**src/rtl/frame_load_controller.sv**
```systemverilog
// Frame load controller: receives one frame of pixel bytes, writes them to
// the frame buffer, starts the edge engine and waits for it to finish.
module frame_load_controller #(
    parameter int unsigned IMG_WIDTH      = 64,
    parameter int unsigned IMG_HEIGHT     = 64,
    parameter int unsigned ADDR_W         = 12,
    parameter logic [7:0]  START_BYTE     = 8'hA5,
    parameter int unsigned TIMEOUT_CYCLES = 1048576
) (
    input  logic              clk,
    input  logic              reset,
    input  logic              byteValid,
    input  logic [7:0]        byteData,
    input  logic              csActive,
    input  logic              engineDone,
    output logic              memWriteEnable,
    output logic [ADDR_W-1:0] memWriteAddr,
    output logic [7:0]        memWriteData,
    output logic              engineStart,
    output logic              busy,
    output logic              frameDone,
    output logic              frameError,
    output logic [1:0]        errorCode
);

    localparam int unsigned NUM_PIXELS = IMG_WIDTH * IMG_HEIGHT;
    localparam int unsigned TMO_W      = (TIMEOUT_CYCLES > 1) ? $clog2(TIMEOUT_CYCLES) : 1;

    // Last pixel is detected on the current count so the counter never wraps,
    // even when the frame exactly fills the address space.
    localparam logic [ADDR_W-1:0] LAST_PIXEL = ADDR_W'(NUM_PIXELS - 1);
    localparam logic [TMO_W-1:0]  TMO_LAST   = TMO_W'(TIMEOUT_CYCLES - 1);

    localparam logic [1:0] ERR_NONE    = 2'b00;
    localparam logic [1:0] ERR_TRUNC   = 2'b01;
    localparam logic [1:0] ERR_OVERRUN = 2'b10;
    localparam logic [1:0] ERR_TIMEOUT = 2'b11;

    typedef enum logic [2:0] {
        IDLE  = 3'd0,
        LOAD  = 3'd1,
        START = 3'd2,
        BUSY  = 3'd3,
        DONE  = 3'd4
    } state_t;

    state_t            state;
    logic [ADDR_W-1:0] pix_cnt;
    logic [TMO_W-1:0]  tmo_cnt;

    // Frame sequencing FSM with registered strobes, status and write port.
    always_ff @(posedge clk) begin
        if (reset) begin
            state          <= IDLE;
            pix_cnt        <= '0;
            tmo_cnt        <= '0;
            memWriteEnable <= 1'b0;
            memWriteAddr   <= '0;
            memWriteData   <= '0;
            engineStart    <= 1'b0;
            busy           <= 1'b0;
            frameDone      <= 1'b0;
            frameError     <= 1'b0;
            errorCode      <= ERR_NONE;
        end else begin
            memWriteEnable <= 1'b0;
            engineStart    <= 1'b0;
            frameDone      <= 1'b0;

            case (state)
                IDLE: begin
                    if (byteValid && (byteData == START_BYTE)) begin
                        state      <= LOAD;
                        busy       <= 1'b1;
                        pix_cnt    <= '0;
                        frameError <= 1'b0;
                        errorCode  <= ERR_NONE;
                    end
                end

                LOAD: begin
                    if (byteValid) begin
                        memWriteEnable <= 1'b1;
                        memWriteAddr   <= pix_cnt;
                        memWriteData   <= byteData;
                    end
                    // A byte arriving with the chip-select drop is counted
                    // before truncation is judged.
                    if (byteValid && (pix_cnt == LAST_PIXEL)) begin
                        state       <= START;
                        engineStart <= 1'b1;
                    end else begin
                        if (byteValid) begin
                            pix_cnt <= pix_cnt + ADDR_W'(1);
                        end
                        if (!csActive) begin
                            state      <= IDLE;
                            busy       <= 1'b0;
                            frameError <= 1'b1;
                            errorCode  <= ERR_TRUNC;
                        end
                    end
                end

                START: begin
                    if (byteValid) begin
                        frameError <= 1'b1;
                        errorCode  <= ERR_OVERRUN;
                    end
                    tmo_cnt <= '0;
                    state   <= BUSY;
                end

                BUSY: begin
                    // Overrun is flagged first so a simultaneous timeout overrides it.
                    if (byteValid) begin
                        frameError <= 1'b1;
                        errorCode  <= ERR_OVERRUN;
                    end
                    if (engineDone) begin
                        state     <= DONE;
                        busy      <= 1'b0;
                        frameDone <= 1'b1;
                    end else if (tmo_cnt == TMO_LAST) begin
                        state      <= IDLE;
                        busy       <= 1'b0;
                        frameError <= 1'b1;
                        errorCode  <= ERR_TIMEOUT;
                    end else begin
                        tmo_cnt <= tmo_cnt + TMO_W'(1);
                    end
                end

                DONE: begin
                    state <= IDLE;
                end

                default: begin
                    state <= IDLE;
                    busy  <= 1'b0;
                end
            endcase
        end
    end

endmodule

```
**config.mk**
```make
export PLATFORM = sky130hd
export DESIGN_NAME = frame_load_controller
export DESIGN_NICKNAME = d
export VERILOG_FILES = /design/src/rtl/frame_load_controller.sv
export SDC_FILE = /design/constraint.sdc
export NUM_CORES = 1
export LEC_CHECK = 0
export ABC_CLOCK_PERIOD_IN_PS = 4900
export BUFFER_PORTS_ARGS = -buffer_cell sky130_fd_sc_hd__buf_2
export CAP_MARGIN = 20
export CELL_PAD_IN_SITES_DETAIL_PLACEMENT = 2
export CELL_PAD_IN_SITES_GLOBAL_PLACEMENT = 2
export CORE_MARGIN = 4
export CORE_UTILIZATION = 39
export CTS_BUF_LIST = sky130_fd_sc_hd__clkbuf_8
export CTS_CLUSTER_SIZE = 40
export DETAILED_ROUTE_END_ITERATION = 12
export PLACE_DENSITY = 0.87
export SLEW_MARGIN = 25
export SYNTH_ARGS = -nofsm -noshare
export SYNTH_HDL_FRONTEND = slang
export SYNTH_SLANG_ARGS = --single-unit
```
**constraint.sdc**
```tcl
create_clock -name clk -period 4.9 [get_ports clk]
set_clock_uncertainty 0.15 [all_clocks]
set_input_delay 0.735 -clock clk [delete_from_list [all_inputs] [get_ports clk]]
set_output_delay 0.735 -clock clk [all_outputs]
set_load 0.02 [all_outputs]
```
After elaboration in Yosys (flattened, before gate mapping):

Cells that the tools add are included.

* register bits: 62
* output and inout bits: 27
* logic and storage cells: 82

* add/subtract/negate cells: 2
* equal/unequal tests: 15
* muxes and demuxes: 36
* bitwise gates (word level): 3
* reduce and logical (&&, ||, !) cells: 15

Operators with widths (count)
* $mux W20: 2
* $pmux W20 S2: 1
* $mux W12: 3
* $pmux W12 S2: 1
* $add A20 B1 Y20 const B: 1
* $eq A20 B20 Y1 const B: 1
* $mux W3: 5
* $mux W1: 14
* $add A12 B1 Y12 const B: 1
* $eq A12 B12 Y1 const B: 1
* $mux W2: 6
* $ne A2 B2 Y1 const B: 6
* $pmux W3 S4: 1
* $eq A8 B8 Y1 const B: 1
* $pmux W1 S4: 2
* $pmux W2 S4: 1
* $reduce_and A4 Y1: 2
* $eq A3 B2 Y1 const B: 2
* $ne A3 B3 Y1 const B: 2
* $reduce_and A3 Y1: 2
* $reduce_or A2 Y1: 3
* $reduce_and A5 Y1: 1
* $reduce_bool A2 Y1: 2
* $reduce_bool A4 Y1: 1
* 6 further kinds: 9

Longest topological paths before layout:

Gate-level depths: netlist of the first run.

* word-level depth: 4
* mapped depth: 8
* mapped depth without buffers: 6

Worst setup path before layout of the first run:

OpenSTA, ideal clock, no wires.

* path kind: input-to-reg
* start point: input port byteData[6]
* end point: register pix_cnt[2]
* library setup time: 115 ps
* arrival time: 1923 ps
* required time: 4635 ps
* path slack: 2711 ps
* stages on the path: 6
* cells stage by stage: and4bb_2 > nand4_2 > a2111oi_4 > buf_6 > o211a_1 > nor3_1

* cells in the longest elaborated chain, start to end: 4

RTL lines
* start: declaration: RTL line 13 `input logic [7:0] byteData,`
* $eq A8 B8 Y1: RTL line 72 `if (byteValid && (byteData == START_BYTE)) begin`
* $logic_and A1 B1 Y1: RTL line 72
* $ne A2 B2 Y1 (no line)
* $reduce_and A4 Y1 (no line)
* end signal: assignment: RTL line 94 `pix_cnt <= pix_cnt + ADDR_W'(1);`
* end: declaration: RTL line 48 `logic [ADDR_W-1:0] pix_cnt;`

Every way passes these cells.
A chain may end at the register's enable or synchronous reset.

Final worst setup path of the first run:

* start point: register state[0]
* end point: register pix_cnt[3]

* cells in the longest elaborated chain, start to end: 3
* elaborated cells on any way between the ends: 8

RTL lines
* start: declaration: RTL line 47 `state_t state;`
* start signal: assignment: RTL line 54 `state <= IDLE;`
* start signal: assignment: RTL line 73 `state <= LOAD;`
* start signal: assignment: RTL line 90 `state <= START;`
* $eq A3 B1 Y1 or $logic_not A3 Y1 (tied branches): RTL line 70 `case (state)`
* $ne A2 B2 Y1 (no line) or $reduce_bool A2 Y1 (tied branches)
* $reduce_and A4 Y1 (no line)

Parallel ways exist; a longest one is shown, timed or not.

==> run_results.csv, run 1 <==
group,metric,value,unit
global_routing,antenna_found_initial,0,
global_routing,track_usage,0.2099,
pwr,max-vdd-ir-drop,159.4,uV
synthesis,ys_ff_latch,62,
final_layout,antenna_cells,0,
synthesis,async_flop_share,0,
worst_hold_path,worst_hold_path_type,"register to register",
routing,drtIter0Drc,97,
worst_setup_path,crit_path_max_fanout,29,
synthesis,yosys_warnings,0,
clocking,cts_tree,"yes",
floorplanning,dieArea,9370,um^2
synthesis,avgSynthCellArea,8.567,um^2
clocking,post-cts-setup-buffers,0,
worst_setup_path,rr_endpoint,"pix_cnt[3]",
global_routing,grt_pass1_vias,3184,
synthesis,postSynthNetCount,374,
synthesis,synthAdderAreaFrac,0.008137,
floorplanning,row_count,32,
floorplanning,coreArea,7687,um^2
place,placedInstanceArea,3256,um^2
pwr,p_per_area,298.2,nW/um^2
status,outcome,"completed",
global_routing,grt_max_degree,47,
worst_setup_path,crit_chain,"nor3b_4 > nand2_2 > nor2_1 > a41oi_1 > a311oi_1",
run,maxCapViolations,0,
clocking,clock-sinks,62,
routing,vias_per_cell,5.901,
sta,max_freq,0.3449,GHz
place,port_buffers,39,
synthesis,synth-xor-area-share,0.008544,
routing,wl_per_cell,19.54,um
synthesis,yosysSeqAreaShare,0.4036,
final_layout,drive_gt1_frac,0.2183,
sta,min_period_over_period,0.5917,
sta,hold_violations,0,
final_layout,stdcell_count,496,
worst_setup_path,cpPeakStageDelay,0.81,ns
synthesis,ys.flop_type,"dfxtp_1",
final_layout,utilization,0.4548,
routing,drcViolationCount,0,
sta,slew_headroom,0.3690,
floorplanning,die_h,96.80,um
worst_setup_path,reg2reg_depth,5,
sta,final_max_slew_viol_count,0,
final_layout,area_growth,13.67,%
worst_hold_path,hold-path-endpoint,"memWriteAddr[11]",
synthesis,synth.top_cells.by_area,"dfxtp_1 (40%), nand2_1 (8.2%), a21oi_1 (5.9%), nor2_1 (3.2%), a311oi_1 (2.8%)",
clocking,hold_buffers,0,
routing,vias,2927,
sta,tightest_slew,0.9465,ns
worst_setup_path,cpMaxStageDelayCell,"dfxtp_1",
routing,antenna_left,0,
sta,fin_hold_ws,0.3071,ns
worst_setup_path,crit_arrival,3.00,ns
pwr,p_leak,1.245,nW
final_layout,finalNetCount,404,
final_layout,mostFrequentLayoutCells,"nand2_1 (66), dfxtp_1 (62), buf_2 (39), a21oi_1 (36), nor2_1 (26)",
clocking,clk_pin_slew,0.08,ns
synthesis,netlist_area,3075,um^2
clocking,cts_buffers,9,
synthesis,synth-simple-area-share,0.3198,
worst_setup_path,worst_setup_path_end_kind,"register",
floorplanning,chipWidth,96.80,um
sta,rsz0062_at_grt,"no",
worst_setup_path,r2r_start,"state[0]",
worst_setup_path,critPathKind,"register to register",
place,dpl.cell_count,479,
floorplanning,start_util,0.4001,
global_routing,overflow,0,
sta,finalSetupViolCount,0,
clocking,htreeDepth,3,
worst_hold_path,min-delay-start,"memWriteAddr[11]",
routing,drt_first_pass_iters,5,
synthesis,yosys.area.top_type_share,0.4036,
clocking,clk_path_buf_depth,2,
clocking,ctsRootBufferMaster,"clkbuf_8",
final_layout,layout_commonest_cell,"nand2_1",
final_layout,fillers,864,
sta,fin_setup_tns,0,ns
place,gp_congestion,0.8249,
synthesis,synth_top_family_by_area,"simple AND/OR/NAND/NOR gates",
worst_setup_path,r2r_setup_slack,2.00,ns
final_layout,stdcell_area,3496,um^2
synthesis,ys_types,62,
clocking,cts_resized,0,
synthesis,synth_top_area_cell,"dfxtp_1",
synthesis,synth_mux_area_frac,0,
synthesis,synth_edf_count,0,
synthesis,synth_compound_area_frac,0.2046,
synthesis,syn_inst,359,
sta,finalCriticalPeriod,2.900,ns
global_routing,grt_pass1_wl,16270,um
place,hpwl,6274,um
worst_hold_path,min_path_cells,2,
worst_setup_path,worstPathRequired,5.00,ns
worst_setup_path,critPathLaunchType,"register",
routing,routed_wirelength,9691,um
clocking,clkLatencyLatePin,0.34,ns
floorplanning,io_pins,40,
-- through the flow --
stage | power (mW) | setup WS [ns]
floorplan | 0.5305 | 2.711
finish | 1.042 | 2.000
CTS | 1.051 | 1.676
global placement | 0.5396 | 1.901
detailed placement | 0.5402 | 1.753
global route | 1.080 | 1.796
-- report_power, final --
| group | total (mW) | internal (mW) | switching [mW] |
|---|---|---|---|
| sequential | 0.504 | 0.504 | 0.000218 |
| combinational | 0.0246 | 0.00681 | 0.0178 |
| clock | 0.514 | 0.299 | 0.215 |
-- synth_stat cells (3+ instances only) --
cell type	instances
nand2_1	67
dfxtp_1	62
a21oi_1	36
nor2_1	26
nor3_1	15
nand3_1	13
a311oi_1	10
o211ai_1	8
or4_2	8
buf_2	7
nand4_1	7
clkbuf_1	6
o21ai_0	6
and2_1	5
buf_6	5
inv_1	4
or3_1	4
a211oi_1	3
a31oi_1	3
and4_1	3
nand2b_1	3
o21a_1	3
o31ai_1	3
or4_1	3
xor2_1	3
-- layer usage --
metal	wire length, um	up-vias	track usage	part of all wire
met5	0	-	0	0
met4	99	0	0.06479	0.010
met3	315	10	0.04903	0.033
met2	5151	54	0.3880	0.53
met1	4124	1476	0.2367	0.43
li1	-	1387	-	-
-- sequential cells by signal (all words and copies together) (netlist names) --
register        flops
busy                1
engineStart         1
errorCode           2
frameDone           1
frameError          1
memWriteAddr       12
memWriteData        8
memWriteEnable      1
pix_cnt            12
state               3
tmo_cnt            20
-- worst max-delay path by stage --
stage	start	end	slack (ns)	depth (start not counted)
detailed placement	state[0]	pix_cnt[3]	1.75	5
floorplan	byteData[6]	pix_cnt[2]	2.71	6
global route	state[0]	pix_cnt[3]	1.80	5
global placement	state[0]	pix_cnt[3]	1.90	5
finish	state[0]	pix_cnt[3]	2.00	5
CTS	state[0]	pix_cnt[3]	1.68	5
-- kinds of logic (layout without fill, tap and decap cells) --
logic type,count (synthesis),in the layout
simple gates,178,178
flops,62,62
fa+ha+maj,2,2
xor+xnor,3,3
buf+inv,26,61
compound gates,88,88
-- worst max-delay path, delay by kind of cell (launching register included) --
family | cells | cell delay [ns]
flops | 1 | 0.81
compound gates | 2 | 0.41
simple gates | 3 | 1.43
-- layout make-up --
cell class / instances / area (um^2) / share of cell area
clock buffers: 10 / 137.6 / 0.03937
multi-input cells: 271 / 1672 / 0.4782
flip-flops and latches: 62 / 1241 / 0.3550
well taps: 102 / 127.6 / 0.03651
inverters: 4 / 15.01 / 0.004295
repair buffers: 41 / 217.7 / 0.06228
clock inverters: 6 / 85.08 / 0.02434
No activity file was read; power rests on OpenSTA's default activity.
==> run 2, diff against run 1 <==
--- a/config.mk
+++ b/config.mk
@@ -5,17 +5,18 @@
 export SDC_FILE = /design/constraint.sdc
 export NUM_CORES = 1
 export LEC_CHECK = 0
-export ABC_CLOCK_PERIOD_IN_PS = 4900
+export ABC_AREA = 1
+export ABC_CLOCK_PERIOD_IN_PS = 2500
 export BUFFER_PORTS_ARGS = -buffer_cell sky130_fd_sc_hd__buf_2
 export CAP_MARGIN = 20
 export CELL_PAD_IN_SITES_DETAIL_PLACEMENT = 2
 export CELL_PAD_IN_SITES_GLOBAL_PLACEMENT = 2
 export CORE_MARGIN = 4
-export CORE_UTILIZATION = 39
+export CORE_UTILIZATION = 29
 export CTS_BUF_LIST = sky130_fd_sc_hd__clkbuf_8
 export CTS_CLUSTER_SIZE = 40
 export DETAILED_ROUTE_END_ITERATION = 12
-export PLACE_DENSITY = 0.87
+export PLACE_DENSITY = 0.77
 export SLEW_MARGIN = 25
 export SYNTH_ARGS = -nofsm -noshare
 export SYNTH_HDL_FRONTEND = slang
==> constraint.sdc (replaced) <==
create_clock -name clk -period 2.5 [get_ports clk]
set_clock_uncertainty 0.15 [all_clocks]
set_input_delay 0.375 -clock clk [delete_from_list [all_inputs] [get_ports clk]]
set_output_delay 0.375 -clock clk [all_outputs]
set_load 0.02 [all_outputs]
==> run_results.csv, run 2 <==
group,metric,value,unit
final_layout,mostFrequentLayoutCells,"nand2_1 (128), nor2_1 (89), dfxtp_1 (62), inv_1 (42), buf_2 (39)",
pwr,p_leak,1.480,nW
floorplanning,io_pins,40,
pwr,internal_power,1.497,mW
synthesis,ys.flop_type,"dfxtp_1",
clocking,clock-sinks,62,
worst_setup_path,crit_path_max_fanout,14,
synthesis,netlist_area,3186,um^2
synthesis,yosys.area.top_type_share,0.3896,
routing,vias_per_cell,4.848,
final_layout,antenna_cells,0,
global_routing,grt_max_degree,30,
pwr,p_switching,0.4952,mW
place,dpl.cell_count,657,
place,port_buffers,39,
worst_setup_path,critPathLaunchType,"register",
worst_setup_path,setup.worst_path.end,"tmo_cnt[18]",
pwr,p_per_area,531.9,nW/um^2
pwr,power,1.992,mW
final_layout,stdcell_area,3745,um^2
global_routing,grt_pass1_vias,3495,
synthesis,syn_inst,485,
global_routing,grt_pass1_wl,17730,um
sta,slew_headroom,0.6148,
status,outcome,"completed",
final_layout,fillers,1317,
floorplanning,die_h,112.8,um
synthesis,synth.top_cells.by_area,"dfxtp_1 (39%), nand2_1 (15%), nor2_1 (10%), a21oi_1 (5.7%), inv_1 (4.9%)",
floorplanning,start_util,0.2952,
run,maxCapViolations,0,
synthesis,synth.most_common_cell,"nand2_1",
sta,final_max_slew_viol_count,0,
final_layout,finalNetCount,543,
floorplanning,coreArea,10790,um^2
synthesis,ys_ff_latch,62,
pwr,swShare,0.2486,
worst_setup_path,worst_setup_path_end_kind,"register",
sta,setup_ws,0.2359,ns
clocking,cts_buffers,9,
final_layout,largest_register_ffs,20,
synthesis,synth_top_area_cell,"dfxtp_1",
worst_setup_path,critPathKind,"register to register",
final_layout,stdcell_count,673,
clocking,clk_pin_slew,0.08,ns
synthesis,avgSynthCellArea,6.568,um^2
worst_setup_path,crit_arrival,2.41,ns
pwr,power_frac_seq,0.496,
routing,vias,3263,
routing,wl_per_cell,15.65,um
sta,rsz0062_at_grt,"no",
final_layout,top_register,"tmo_cnt",
final_layout,area_growth,17.56,%
floorplanning,chipWidth,112.8,um
synthesis,ys_types,28,
place,placedInstanceArea,3531,um^2
clocking,clkLatencyLatePin,0.37,ns
worst_setup_path,reg2reg_depth,12,
clocking,hold_buffers,0,
sta,min_period_over_period,0.9056,
clocking,ctsRootBufferMaster,"clkbuf_8",
synthesis,yosysSeqAreaShare,0.3896,
clocking,cts_tree,"yes",
synthesis,yosys_warnings,0,
pwr,pwr-share-comb,0.025,
final_layout,layout_commonest_cell,"nand2_1",
final_layout,utilization,0.3470,
sta,hold_violations,0,
sta,tightest_slew,0.5778,ns
sta,finalCriticalPeriod,2.264,ns
worst_setup_path,worstPathRequired,2.64,ns
global_routing,track_usage,0.1747,
pwr,p_clk_frac,0.479,
clocking,clk_path_buf_depth,2,
final_layout,drive_gt1_frac,0.1764,
worst_setup_path,rr_endpoint,"tmo_cnt[18]",
routing,routed_wirelength,10530,um
place,dpl_worst_slack,0.1983,ns
synthesis,async_flop_share,0,
worst_setup_path,r2r_start,"tmo_cnt[0]",
worst_setup_path,r2r_setup_slack,0.24,ns
worst_hold_path,worst_hold_path_type,"input port to register",
routing,drtIter0Drc,106,
routing,drt_first_pass_iters,4,
global_routing,antenna_found_initial,0,
sta,max_freq,0.4417,GHz
synthesis,synth_top_cells_by_count,"nand2_1 (128), nor2_1 (89), dfxtp_1 (62)",
synthesis,postSynthNetCount,500,
routing,antenna_left,0,
sta,finalSetupViolCount,0,
routing,drcViolationCount,0,
floorplanning,row_count,38,
floorplanning,dieArea,12730,um^2
clocking,htreeDepth,3,
sta,fin_hold_ws,0.09484,ns
worst_setup_path,crit_start,"tmo_cnt[0]",
pwr,max-vdd-ir-drop,273.5,uV
global_routing,overflow,0,
synthesis,synth_edf_count,0,
sta,fin_setup_tns,0,ns
final_layout,reg_top3,"tmo_cnt (20), memWriteAddr (12), pix_cnt (12)",
place,gp_congestion,0.7908,
place,hpwl,8011,um
-- run 2: cell count changes after synthesis, moves of 6 or more --
cell	delta
nor2_1	+63
nand2_1	+61
inv_1	+38
o21ai_0	+21
nand3_1	+14
nor3_1	-11
a311oi_1	-10
nand2_2	+8
o211ai_1	-8
or4_2	-8
xor2_1	+8
a21oi_2	+6
inv_2	+6
-- run 2: area by class of cell --
cell class,instances,area [um^2],share of cell area
sequential,62,1241,0.3314
timing repair buffer,45,240.2,0.06415
clock inverter,6,70.07,0.01871
clock buffer,10,137.6,0.03675
inverter,49,188.9,0.05045
tap,140,175.2,0.04678
multi-input combinational,361,1692,0.4517
-- run 2: cells by family after synthesis --
family,after synthesis,synth area share
and+or+nand+nor,274,0.3653
AOI/OAI and AO/OA,73,0.1241
buffers and inverters,62,0.08012
DFF,62,0.3896
xor gates and xnor gates,12,0.03299
adders and majority gates,2,0.007854
-- run 2: worst min-delay path by stage --
stage	startpoint	endpoint	cells after the start
2_1_floorplan	pix_cnt[3]	pix_cnt[3]	2
3_3_place_gp	memWriteData[7]	memWriteData[7]	2
3_5_place_dp	memWriteAddr[1]	memWriteAddr[1]	2
4_1_cts	byteData[7]	memWriteData[7]	3
5_1_grt	byteData[7]	memWriteData[7]	3
6_report	byteData[7]	memWriteData[7]	3
-- run 2: routing by layer --
| metal | track usage | routed length [um] | vias up | part of all wire |
|---|---|---|---|---|
| met5 | 0 | 0 | - | 0 |
| met4 | 0.06731 | 181 | 0 | 0.017 |
| met3 | 0.02941 | 176 | 14 | 0.017 |
| met2 | 0.3065 | 5348 | 22 | 0.51 |
| met1 | 0.2129 | 4826 | 1610 | 0.46 |
| li1 | - | - | 1617 | - |
-- run 2: power by group through the flow --
stage	registers, mW	clock network, mW	logic, mW
3_5_place_dp	1.01	0	0.0506
2_1_floorplan	1.01	0	0.0244
4_1_cts	0.988	0.996	0.0509
6_report	0.988	0.955	0.0495
5_1_grt	0.988	1.03	0.0566
3_3_place_gp	1.01	0	0.0496
-- run 2: what timing repair did --
action	4_1_cts	5_1_grt
setup endpoints to repair	0	3
gates resized for setup	0	3
setup buffers	0	0
hold endpoints to repair	0	0
-- run 2: critical path, cell delays in order, from the launching register on --
cell and delay, ns:
dfxtp_1 0.45, ha_2 0.27, nand2_1 0.11, nor2_4 0.14, nand2_2 0.12, nor2_4 0.11
nand2_2 0.07, nand2_2 0.08, nand2_2 0.21, buf_4 0.24, nor2_1 0.09, nor2_1 0.06
nor2_1 0.09
==> run 3, diff against run 2 <==
==> constraint.sdc (replaced) <==
create_clock -name clk -period 2.5 [get_ports clk]
set_clock_uncertainty 0.15 [all_clocks]
set_input_delay 0.125 -clock clk [delete_from_list [all_inputs] [get_ports clk]]
set_output_delay 0.125 -clock clk [all_outputs]
set_load 0.02 [all_outputs]
==> run_results.csv, run 3 (same netlist as run 2, synthesis figures left out) <==
group,metric,value,unit
worst_setup_path,crit_chain,"ha_1 > nand2_1 > nor2_4 > nand2_2 > nor2_4 > nand2_2 > nand2_2 > nand2_2 > buf_4 > a21oi_1 > nor2_1",
routing,vias,3294,
routing,routed_wirelength,11090,um
global_routing,grt_most_used_layer,"met2",
clocking,htreeDepth,3,
worst_setup_path,cpPeakStageDelay,0.45,ns
floorplanning,die_h,112.8,um
run,maxCapViolations,0,
final_layout,largest_register_ffs,20,
final_layout,stdcell_area,3790,um^2
sta,min_period_over_period,0.9053,
sta,final_max_slew_viol_count,0,
floorplanning,row_count,38,
place,port_buffers,39,
global_routing,grt.met3_usage,0.03048,
clocking,clk_pin_slew,0.08,ns
final_layout,area_growth,18.97,%
clocking,clkLatencyLatePin,0.35,ns
clocking,cts_buffers,9,
final_layout,top_register,"tmo_cnt",
place,hpwl,8010,um
worst_setup_path,reg2reg_depth,11,
clocking,cts_tree,"yes",
worst_setup_path,crit_top_cell,"nand2_2",
routing,vias_per_cell,4.837,
worst_setup_path,rr_endpoint,"tmo_cnt[2]",
floorplanning,io_pins,40,
sta,finalCriticalPeriod,2.263,ns
routing,drtIter0Drc,110,
pwr,max-vdd-ir-drop,199.6,uV
global_routing,track_usage,0.1786,
pwr,p_leak,1.489,nW
global_routing,grt_pass1_vias,3579,
sta,fin_setup_tns,0,ns
routing,antenna_left,0,
floorplanning,chipWidth,112.8,um
global_routing,overflow,0,
worst_setup_path,critPathKind,"register to register",
sta,max_freq,0.4418,GHz
sta,finalSetupViolCount,0,
worst_setup_path,cpMaxStageDelayCell,"dfxtp_1",
global_routing,grtUsageMet1,0.2259,
worst_setup_path,worst_setup_path_end_kind,"register",
place,gp_congestion,0.7757,
global_routing,antenna_found_initial,0,
worst_setup_path,r2r_start,"tmo_cnt[0]",
clocking,ctsRootBufferMaster,"clkbuf_8",
worst_setup_path,crit_path_max_fanout,16,
floorplanning,coreArea,10790,um^2
status,outcome,"completed",
final_layout,layout_commonest_cell,"nand2_1",
global_routing,grtUsageMet2,0.3104,
clocking,post-cts-setup-buffers,0,
final_layout,reg_top3,"tmo_cnt (20), memWriteAddr (12), pix_cnt (12)",
worst_setup_path,critPathLaunchType,"register",
routing,wl_per_cell,16.28,um
final_layout,drive_gt1_frac,0.1682,
worst_setup_path,crit_arrival,2.35,ns
routing,drcViolationCount,0,
worst_hold_path,worst_hold_path_type,"input port to register",
final_layout,finalNetCount,551,
clocking,clock-sinks,62,
worst_setup_path,r2r_setup_slack,0.24,ns
place,placedInstanceArea,3516,um^2
routing,drt_first_pass_iters,4,
final_layout,antenna_cells,0,
worst_hold_path,min-delay-start,"byteValid",
global_routing,grt_pass1_wl,18240,um
final_layout,mostFrequentLayoutCells,"nand2_1 (128), nor2_1 (89), dfxtp_1 (62), inv_1 (42), buf_2 (39)",
sta,hold_violations,0,
floorplanning,dieArea,12730,um^2
worst_hold_path,hold-path-endpoint,"frameError",
sta,rsz0062_at_grt,"no",
worst_hold_path,min_path_cells,5,
clocking,clk_path_buf_depth,2,
floorplanning,start_util,0.2952,
worst_setup_path,crit_start,"tmo_cnt[0]",
sta,slew_headroom,0.4656,
global_routing,grt_max_degree,30,
pwr,p_per_area,492.6,nW/um^2
sta,tightest_slew,0.8007,ns
worst_setup_path,worstPathRequired,2.59,ns
==> run 3: cell count changes in the layout (fill, tap and decap cells not counted), sizes merged <==
cell         before  now
bufinv            1    0
dlygate4sd3       0   10
inv              50   49
clkbuf           10    9
buf              45   43
clkinvlp          0    3
==> run 3: area by class of cell <==
cell class                 count  area [um^2]
clock buffer                   9        123.9
clock inverter                 7        50.05
fill                        1309         7003
inverter                      49        185.2
multi-input combinational    361         1689
sequential                    62         1241
tap                          140        175.2
timing repair buffer          53        325.3
==> run 3: how the worst max path moves through the flow <==
stage	endpoint	depth (start not counted)
2_1_floorplan	tmo_cnt[11]	11
3_3_place_gp	tmo_cnt[18]	12
3_5_place_dp	tmo_cnt[7]	11
4_1_cts	tmo_cnt[2]	11
5_1_grt	tmo_cnt[2]	11
6_report	tmo_cnt[2]	11
==> run 3: routing by layer <==
layer  up-vias  wire length, um
met5         -                0
met4         0              124
met3        12              171
met2        20             5642
met1      1633             5147
li1       1629                -
==> run 3: critical path, delay by kind of cell (launching register included) <==
kind                     cells  cell delay [ns]
AND/OR/NAND/NOR              8             0.83
flip-flops                   1             0.45
adder cells (fa/ha/maj)      1             0.29
buffers and inverters        1             0.24
AO/OA/AOI/OAI                1             0.19
==> run 3: what timing repair did <==
action,CTS,global route
endpoints found under the hold margin,11,0
hold buffers,10,0
gates resized for setup,0,0
==> run 3: power breakdown <==
| group | internal, mW | switching, mW |
|---|---|---|
| sequential | 0.987 | 0.000504 |
| clock | 0.360 | 0.455 |
| combinational | 0.0245 | 0.0392 |
==> run 3: through the flow <==
stage / worst slack [ns] / cells / util / hold slack, ns / total power, mW
after floorplan: 0.6676 / 485 / - / 0.07813 / 1.036
after global routing: 0.04958 / 681 / 0.3511 / 0.1768 / 1.944
after detailed placement: 0.2979 / 655 / 0.3258 / 0.2060 / 1.061
after global placement: 0.4391 / 655 / 0.3258 / 0.1901 / 1.060
after CTS: 0.2348 / 681 / 0.3511 / 0.1478 / 1.890
final: 0.2367 / 681 / 0.3511 / 0.1635 / 1.867
